--- src/rtl/seg_display_front.sv ---
// Display front end: latches a CPU byte, commits it on the falling scan-clock
// tick, and drives decoded segment words. SEG_BLINK_EN builds the blink timer.
module seg_display_front #(
    parameter int DIV_WIDTH = 16
) (
    input  logic        clk,
    input  logic        rst_n,
    input  logic        wr_en,
    input  logic [7:0]  wr_data,
    input  logic        ctrl_wr,
    input  logic [3:0]  ctrl_data,
    output logic        scan_clk,
    output logic [11:0] low,
    output logic [11:0] high,
    output logic        pending
);

    logic [DIV_WIDTH-1:0] cnt;
    logic [7:0]           shadow;
    logic [7:0]           disp;
    logic                 blank;
    logic                 dp_low;
    logic                 dp_high;
    logic                 tick;
    logic                 commit;
    logic                 blink_off;
    logic                 dark;
    logic [11:0]          low_next;
    logic [11:0]          high_next;

    function automatic logic [11:0] decode(input logic [3:0] nib);
        logic [11:0] seg;
        unique case (nib)
            4'h0: seg = 12'hF50;
            4'h1: seg = 12'h600;
            4'h2: seg = 12'hE68;
            4'h3: seg = 12'hE28;
            4'h4: seg = 12'h638;
            4'h5: seg = 12'hB38;
            4'h6: seg = 12'hB78;
            4'h7: seg = 12'hE00;
            4'h8: seg = 12'hF78;
            4'h9: seg = 12'hF38;
            4'hA: seg = 12'hE78;
            4'hB: seg = 12'h378;
            4'hC: seg = 12'h950;
            4'hD: seg = 12'h668;
            4'hE: seg = 12'h978;
            default: seg = 12'h878;
        endcase
        return seg;
    endfunction

    assign tick   = &cnt;
    // Falling scan edge is the only safe point to swap the displayed pair
    assign commit = tick & scan_clk & pending;

    always_ff @(posedge clk or negedge rst_n) begin
        if (!rst_n) begin
            cnt      <= '0;
            scan_clk <= 1'b0;
        end else begin
            cnt <= cnt + 1'b1;
            if (tick)
                scan_clk <= ~scan_clk;
        end
    end

    always_ff @(posedge clk or negedge rst_n) begin
        if (!rst_n) begin
            shadow  <= '0;
            disp    <= '0;
            pending <= 1'b0;
        end else begin
            if (wr_en)
                shadow <= wr_data;
            if (commit) begin
                disp    <= wr_en ? wr_data : shadow;
                pending <= 1'b0;
            end else if (wr_en) begin
                pending <= 1'b1;
            end
        end
    end

    always_ff @(posedge clk or negedge rst_n) begin
        if (!rst_n) begin
            blank   <= 1'b0;
            dp_low  <= 1'b0;
            dp_high <= 1'b0;
        end else if (ctrl_wr) begin
            blank   <= ctrl_data[0];
            dp_low  <= ctrl_data[2];
            dp_high <= ctrl_data[3];
        end
    end

`ifdef SEG_BLINK_EN
    logic       blink;
    logic [7:0] blink_cnt;

    always_ff @(posedge clk or negedge rst_n) begin
        if (!rst_n) begin
            blink     <= 1'b0;
            blink_cnt <= '0;
        end else begin
            if (ctrl_wr)
                blink <= ctrl_data[1];
            if (tick)
                blink_cnt <= blink_cnt + 1'b1;
        end
    end

    assign blink_off = blink & blink_cnt[7];
`else
    logic unused_blink;

    assign unused_blink = ctrl_data[1];
    assign blink_off    = 1'b0;
`endif

    assign dark = blank | blink_off;

    always_comb begin
        low_next  = decode(disp[3:0]) | {9'b0, dp_low, 2'b00};
        high_next = decode(disp[7:4]) | {9'b0, dp_high, 2'b00};
        if (dark) begin
            low_next  = 12'h000;
            high_next = 12'h000;
        end
    end

    always_ff @(posedge clk or negedge rst_n) begin
        if (!rst_n) begin
            low  <= 12'hF50;
            high <= 12'hF50;
        end else begin
            low  <= low_next;
            high <= high_next;
        end
    end

endmodule

--- config.mk ---
export PLATFORM = sky130hd
export DESIGN_NAME = seg_display_front
export DESIGN_NICKNAME = d
export VERILOG_FILES = /design/src/rtl/seg_display_front.sv
export SDC_FILE = /design/constraint.sdc
export NUM_CORES = 1
export LEC_CHECK = 0
export CAP_MARGIN = 10
export CORE_ASPECT_RATIO = 0.6
export CORE_MARGIN = 10
export CORE_UTILIZATION = 25
export DETAILED_ROUTE_END_ITERATION = 10
export PLACE_DENSITY = 0.51
export SLEW_MARGIN = 30
export SYNTH_ARGS = -nofsm -noshare
export SYNTH_HDL_FRONTEND = slang
export SYNTH_SLANG_ARGS = --single-unit
--- constraint.sdc ---
create_clock -name clk -period 2.1 [get_ports clk]
set_clock_uncertainty 0.05 [all_clocks]
set_input_delay 0.21 -clock clk [delete_from_list [all_inputs] [get_ports clk]]
set_output_delay 0.21 -clock clk [all_outputs]
set_load 0.005 [all_outputs]
==> flow_results.org, run 1 <==
** Final layout
- Final non-filler cell total :: about 380
- Area occupied by multi-input gates :: slightly above 1000 um2
- 0 antenna diodes ended up in the layout.
- Synth-to-layout area growth :: 23.62%
- At the end of the flow, the number of nets in the layout was between 200 and 300.
- Fill count :: 1009
- Of the cells placed in the final design, the portion with a size suffix greater than 1 is around a fifth.
- In the final layout, flip-flops and latches occupy approximately 1300 um2.

** Power
- The analysis attributes to cell leakage a power of ~1.3 nW.
- IR analysis of the VDD net gives a maximum drop of ~380 uV.
- Power spread over the standard cell area amounts to between 700 and 800 nW/um2.

** Global routing
- Number of global-route vias before repair :: roughly 1500
- The initial antenna violation count came to 0.
- For this run the aggregate overflow at the end of global routing stands at 0.
- Total global-route track usage :: 7.151%
- Global-route wire length before repair :: roughly 8300 um
- Entering global routing, the biggest net connects between 50 and 60 pins.

** STA
- The max-slew violation count is 0.
- Upper clock frequency limit :: 0.5581 GHz
- Transition time at the pin with the least slew margin :: 0.6574 ns
- The number of failing hold endpoints at the final stage was 38.
- Headroom to the max-slew limit came out at between 50% and 60%.
- After layout, the worst path uses between 80 and 90% of the clock period.
- Hold slack final :: -0.02203 ns
- Setup repair after global routing left no endpoint under its margin.
- The smallest clock period supported by the final layout is computed as about 1.8 ns.
- Setup violations remaining at the end of the flow were counted as 0.
- Post-route setup TNS :: 0 ns

** Die
- In this run the horizontal extent of the chip is approximately 150 um.
- Starting density of the core :: about a quarter
- The floorplan step set the die height to roughly 97 um.
- Area of the core :: between 9000 and 10000 um2
- Standard-cell row count :: 28
- Top-level port count :: 42
- The die covers 14480 um2.

** Routing
- Via count of the routed design :: approximately 1500
- The routed design has ~4800 um of wire.
- In the routed design, unresolved DRC markers number 0.
- Number of DRC markers after the initial detailed-route iteration :: 94
- Antenna violation net count after detailed routing :: 0
- Before antenna repair, the detailed router went through 4 iterations.
- Via density per instance :: 4.048
- Mean routed wirelength per cell :: between 10 and 15 um

** Logic synthesis
- Number of standard cells after synthesis :: slightly above 200
- Area share of the leading cell type in the synthesized netlist :: between 40 and 50%
- Number of enable flip-flop cells after synthesis :: 0
- The synthesized netlist contains 29 unique library cells.
- By area the synthesized netlist is led by dfrtp_1 (41%), dfstp_2 (13%), mux2_2 (8.6%).
- Post-synthesis sequential area ratio :: 53.87%
- The cell area that synthesis handed to floorplanning was roughly 2500 um2.
- Of all cell types, the one taking the most synthesized area is dfrtp_1.
- The Yosys step of the flow raised 0 warnings.
- For this run, the leading register cell type out of synthesis is dfrtp_1.
- Async SR Flop Fraction :: 100.0%
- In the post-synthesis netlist, the cell with the most instances is dfrtp_1.
- In this run the mean area of a mapped cell was between 10 and 15 um2.
- After synthesis the netlist holds a flip-flop and latch count of 53.
- Most frequent cells after synthesis :: dfrtp_1 (41), mux2_2 (19), inv_1 (14), ha_1 (13)

** Run
- Across the run, the number of max-cap violations was 0.

** Setup path
- The critical path is of the flop to flop type.
- In this design, the stage delay of the slowest critical-path cell is approximately 0.37 ns.
- The worst setup path is launched from a flop.
- The largest individual stage delay along the critical path comes from the cell dfrtp_1.
- Crit path capture type :: flop
- The number of buffers and inverters on the critical path is 0.
- Critical path data arrival time :: 1.92 ns
- In this run the worst setup path begins at cnt[0].
- Origin of the critical flop-to-flop path :: cnt[0]
- Highest fanout seen on the critical path :: 9
- Data required time of the worst path :: about 2.2 ns
- The cell family contributing the most delay on the critical path is simple AND/OR/NAND/NOR gates.
- Walking the worst path, the cells encountered are ha_1 -> nand3_1 -> nor3_4 -> nand4_4 -> mux2_2.

** CTS
- TritonCTS built the clock tree.
- Worst-Skew Late Latency :: roughly 0.29 ns
- Clock-pin slew was measured on the worst setup and hold paths at around 0.07 ns.
- Buffers added to address setup during post-CTS repair amount to 0.
- The number of gates resized after CTS was 0.
- The H-tree generated during clock tree synthesis spans 2 levels.
- Clock tree synthesis inserted a total of 5 buffers.
- The cell sitting at the root of the clock tree is a clkbuf_16.
- Clock tree synthesis found a total of 53 sinks.
- Largest buffer count on any clock path :: 2
- The number of hold buffers added after CTS was 0.

** Status
- The flow ran to the end, but the final reports show violations.
- The checks that failed: negative hold slack.

** Placed design
- Quantity of I/O buffers inserted on ports :: 34
- Detailed-placement wirelength estimate :: between 3000 and 4000 um
- # placed instances :: roughly 370
- Placer congestion estimate :: between 0.7 and 0.8

** Hold path
- The min-delay analysis places its worst path in the category primary input to async pin.
==> metal layers <==
metal	global-route usage [%]	vias up	wire length, um
li1	-	748	-
met3	2.512	6	212
met2	9.582	20	2071
met4	3.832	0	113
met1	9.716	744	2357
met5	0	-	0
==> kinds of logic (layout without fill, tap and decap cells) <==
group,Yosys count,in the layout,share of synthesized area [%]
xor gates and xnor gates,15,15,5.276
AOI/OAI and AO/OA,23,23,5.879
other,1,6,0.1506
buffers and inverters,29,57,5.578
adders and majority gates,13,13,6.533
DFF,53,53,53.87
muxes,23,23,11.21
and+or+nand+nor,50,50,11.51
==> state kept, by name, summed over array words and instances (netlist names) <==
register and count:
dp_high 1, shadow 8, high 8, blank 1
low 8, scan_clk 1, disp 8, pending 1
dp_low 1, cnt 16
==> where the power goes <==
part / switching (mW) / internal, mW / total [mW]
Sequential: 0.0472 / 1.10 / 1.15
Clock: 0.370 / 0.443 / 0.813
Combinational: 0.0999 / 0.154 / 0.254
Total: 0.517 / 1.70 / 2.22
==> final timing paths <==
path / to / slack, ns / depth (start not counted)
max: disp[3] / 0.31 / 5
min: high[5] / -0.02 / 2
max reg2reg: disp[3] / 0.31 / 5
min reg2reg: cnt[0] / 0.40 / 1
max in group asynchronous: pending / 1.58 / 2
min in group clk: cnt[0] / 0.40 / 1
==> area by class of cell <==
cell class,count,area share [%]
Sequential cell,53,43.58
Timing Repair Buffer,35,11.14
Tap cell,135,5.488
Clock buffer,6,4.187
Clock inverter,2,0.4878
Inverter,14,1.707
Multi-Input combinational cell,130,33.41
==> cell usage in the layout, fill, tap and decap left out, types with 6 or more instances in the layout <==
cell type,n
a211oi_1,8
conb_1,6
xnor2_1,11
inv_1,14
dfstp_2,12
clkdlybuf4s50_1,33
nor2_1,12
dfrtp_1,41
nand2_1,10
mux2_2,19
ha_1,13
==> metrics by stage <==
stage	util, %	worst slack (ns)	hold WS, ns	instance area, um2	power [mW]
final	31.49	0.3082	-0.02203	3078	2.216
after CTS	31.49	0.2590	0.01349	3078	2.269
after detailed placement	30.02	0.2319	0.3377	2934	1.432
after global placement	30.02	0.2668	0.3247	2934	1.426
after global routing	31.49	0.1575	0.04535	3078	2.342
after floorplan	-	0.5369	-0.1356	2509	1.287
Note: power is estimated with default switching activity, not from simulation.
==> run 2: changes to the inputs <==
--- a/config.mk
+++ b/config.mk
@@ -5,12 +5,13 @@
 export SDC_FILE = /design/constraint.sdc
 export NUM_CORES = 1
 export LEC_CHECK = 0
+export ABC_CLOCK_PERIOD_IN_PS = 2100
 export CAP_MARGIN = 10
 export CORE_ASPECT_RATIO = 0.6
 export CORE_MARGIN = 10
-export CORE_UTILIZATION = 25
+export CORE_UTILIZATION = 40
 export DETAILED_ROUTE_END_ITERATION = 10
-export PLACE_DENSITY = 0.51
+export PLACE_DENSITY = 0.7
 export SLEW_MARGIN = 30
 export SYNTH_ARGS = -nofsm -noshare
 export SYNTH_HDL_FRONTEND = slang
==> flow_results.org, run 2 (same netlist as run 1, synthesis figures left out) <==
** Setup path
- Kind of critical path :: flop to flop
- Reg-to-reg slack, setup :: 0.38 ns (+0.07 ns)
- The critical path goes through ha_1 -> nand3_1 -> nor3_4 -> nand4_4 -> mux2_2.
- The delay of the slowest cell on the worst path is 0.37 ns (about the same).
- In this run the worst setup path begins at cnt[0].
- Origin of the critical flop-to-flop path :: cnt[0]
- The worst setup path is launched from a flop.
- Data required time of the worst path :: 2.24 ns (about the same)
- The biggest fanout along the worst timing path is 9 (unchanged).
- The worst register-to-register path ends at disp[5].
- Reg2Reg Depth :: 5 (unchanged)
- Crit path capture type :: flop
- For this design, the slowest cell found on the critical path is dfrtp_1.
- Critical path data arrival time :: 1.86 ns (-0.06 ns)

** Power
- Pwr dens :: 665.7 nW/um2 (-7.5%)
- The overall power of the completed layout was 1.991 mW (-10%).
- IR Drop Worst-Case VDD :: 271.4 uV (-28%)
- The leakage component of the power was 1.294 nW (-0.28%).

** STA
- Worst slew margin :: 63.67% (+7.5 points)
- The portion of the clock cycle consumed by the worst path in the final layout came to 81.95% (-3.4 points).
- Transition time at the pin with the least slew margin :: 0.5449 ns (-0.1125 ns)
- Hold violation count in the final report :: 0 (-100%)
- Final number of setup-violating endpoints :: 0 (unchanged)
- Post-route setup TNS :: 0 ns (unchanged)
- Setup repair after global routing left no endpoint under its margin.
- The time the final worst path needs with I/O delays and setup came to 1.721 ns (-0.07098 ns).
- The max-slew violation count came to 0 (unchanged).
- Upper clock frequency limit :: 0.5811 GHz (+4.1%)

** Die
- Area of the core :: 6083 um2 (-38%)
- The I/O pin count came to 42 (unchanged).
- Die Outline Area :: 9884 um2 (-32%)
- The number of placement rows came to 22 (-21%).
- Starting density of the core :: 40.93% (+15 points)
- Chip Height :: 81.12 um (-17%)
- The die width was 121.9 um (-18%).

** CTS
- Clock tree root driver cell :: clkbuf_8
- TritonCTS built the clock tree.
- The number of buffers on the longest clock path came to 2 (unchanged).
- CTS clk-pin slew, worst paths :: 0.09 ns (+0.02 ns)
- The CTS sink count was 53 (unchanged).
- The later-pin clock latency in the skew report came to 0.30 ns (about the same).
- The number of post-CTS setup repair buffers came to 0 (unchanged).
- Cts bufs inserted :: 5 (unchanged)
- Htree depth :: 2 (unchanged)

** Routing
- Antenna violation net count after detailed routing :: 0 (unchanged)
- Via density per instance :: 4.604 (+14%)
- The post-detailed-route wirelength per cell was 13.40 um (+5.7%).
- The via total after detailed routing is 1501 (-1.1%).
- DRC :: 0 (unchanged)
- Detailed-route wire length :: 4370 um (-8.1%)
- The first-pass detailed-route iteration total was 3 (-1).
- Number of DRC markers after the initial detailed-route iteration :: 62 (-34%)

** Final layout
- Area occupied by multi-input gates :: 1028 um2 (unchanged)
- The number of antenna cells inserted came to 0 (unchanged).
- Synth-to-layout area growth :: 20.10%
- The number of nets in the finished design was 270 (+0.75%).
- The post-route cell area came to 2990 um2 (-2.8%).
- The flip-flop count of the largest register after layout came to 16 (unchanged).
- Fill count :: 541 (-46%)
- Share of cells above drive strength 1 :: 19.42% (-0.16 points)
- In the layout the commonest cells are dfrtp_1 (41), clkdlybuf4s50_1 (33), mux2_2 (19).
- The library cell used most frequently in the layout, excluding fill and tap cells, is dfrtp_1.
- Register with the highest flop count :: cnt
- Sequential cell area :: 1341 um2 (unchanged)

** Global routing
- Number of global-route vias before repair :: 1466 (-2.8%)
- The pin count of the biggest net entering global routing was 32 (-41%).
- Total global-route track usage :: 9.455% (+2.3 points)
- Antenna violations before repair :: 0 (unchanged)
- Global-route wire length before repair :: 7452 um (-10%)
- The total grt overflow is 0 (unchanged).

** Placed design
- The number of buffer cells added on primary ports was 34 (unchanged).
- Post-place instance area :: 2890 um2 (-1.5%)
- Detailed-placement wirelength estimate :: 3302 um (-4.7%)
- The final weighted congestion in routability-driven placement was 0.7454 (-2.3%).

** Run
- Max Cap Viol :: 0 (unchanged)

** Status
- Status :: complete, no violations

** Hold path
- Worst hold path type :: primary input to async pin
run 2: cell count changes in the layout (fill, tap and decap cells not counted):
cell,change
clkbuf_8,+6
clkbuf_16,-5
clkinvlp_4,-2
buf_12,+1
clkbuf_1,+1
dlygate4sd3_1,+1
run 2: routing by layer:
metal / GRT usage [%] / vias to the layer above / part of all wire, %
met3: 3.601 / 4 / 6.1
met5: 0 / - / 0
met4: 2.844 / 0 / 0.80
li1: - / 752 / -
met2: 13.97 / 23 / 44
met1: 12.60 / 722 / 49
run 2: final cells by class:
| type | count | area share (%) |
|---|---|---|
| well taps | 84 | 3.515 |
| repair buffers | 37 | 12.47 |
| flip-flops and latches | 53 | 44.85 |
| multi-input cells | 130 | 34.39 |
| clock buffers | 8 | 3.013 |
| inverters | 14 | 1.757 |
run 2: how the worst max path moves through the flow:
stage	depth (start not counted)	slack (ns)	end
3_3_place_gp	3	0.28	disp[4]
3_5_place_dp	3	0.28	disp[3]
4_1_cts	5	0.34	disp[2]
5_1_grt	5	0.25	disp[4]
2_1_floorplan	5	0.54	disp[0]
6_report	5	0.38	disp[5]
run 2: critical path, delay by kind of cell, from the launching register on:
family                   cells  cell delay, ns
AND/OR/NAND/NOR              3            0.62
flip-flops                   1            0.37
multiplexers                 1            0.32
adder cells (fa/ha/maj)      1            0.24
run 2: repair_timing:
| action | in CTS | in global routing |
|---|---|---|
| setup endpoints to repair | 0 | 0 |
| gates resized for setup | 0 | 0 |
| hold buffers | 1 | 0 |
| endpoints found under the hold margin | 14 | 0 |
run 2: where the power goes:
part           switching [mW]  internal, mW
Clock                   0.316         0.270
Combinational           0.100         0.158
Sequential             0.0447          1.10
run 2: stage by stage:
step,hold slack [ns],instances,setup slack (ns),utilization [%]
after floorplan,-0.1356,212,0.5369,-
after global placement,0.1683,317,0.2816,47.51
after detailed placement,0.1705,317,0.2793,47.51
after CTS,0.3855,326,0.3399,49.16
after global routing,0.4135,326,0.2491,49.16
final,0.3684,326,0.3791,49.16
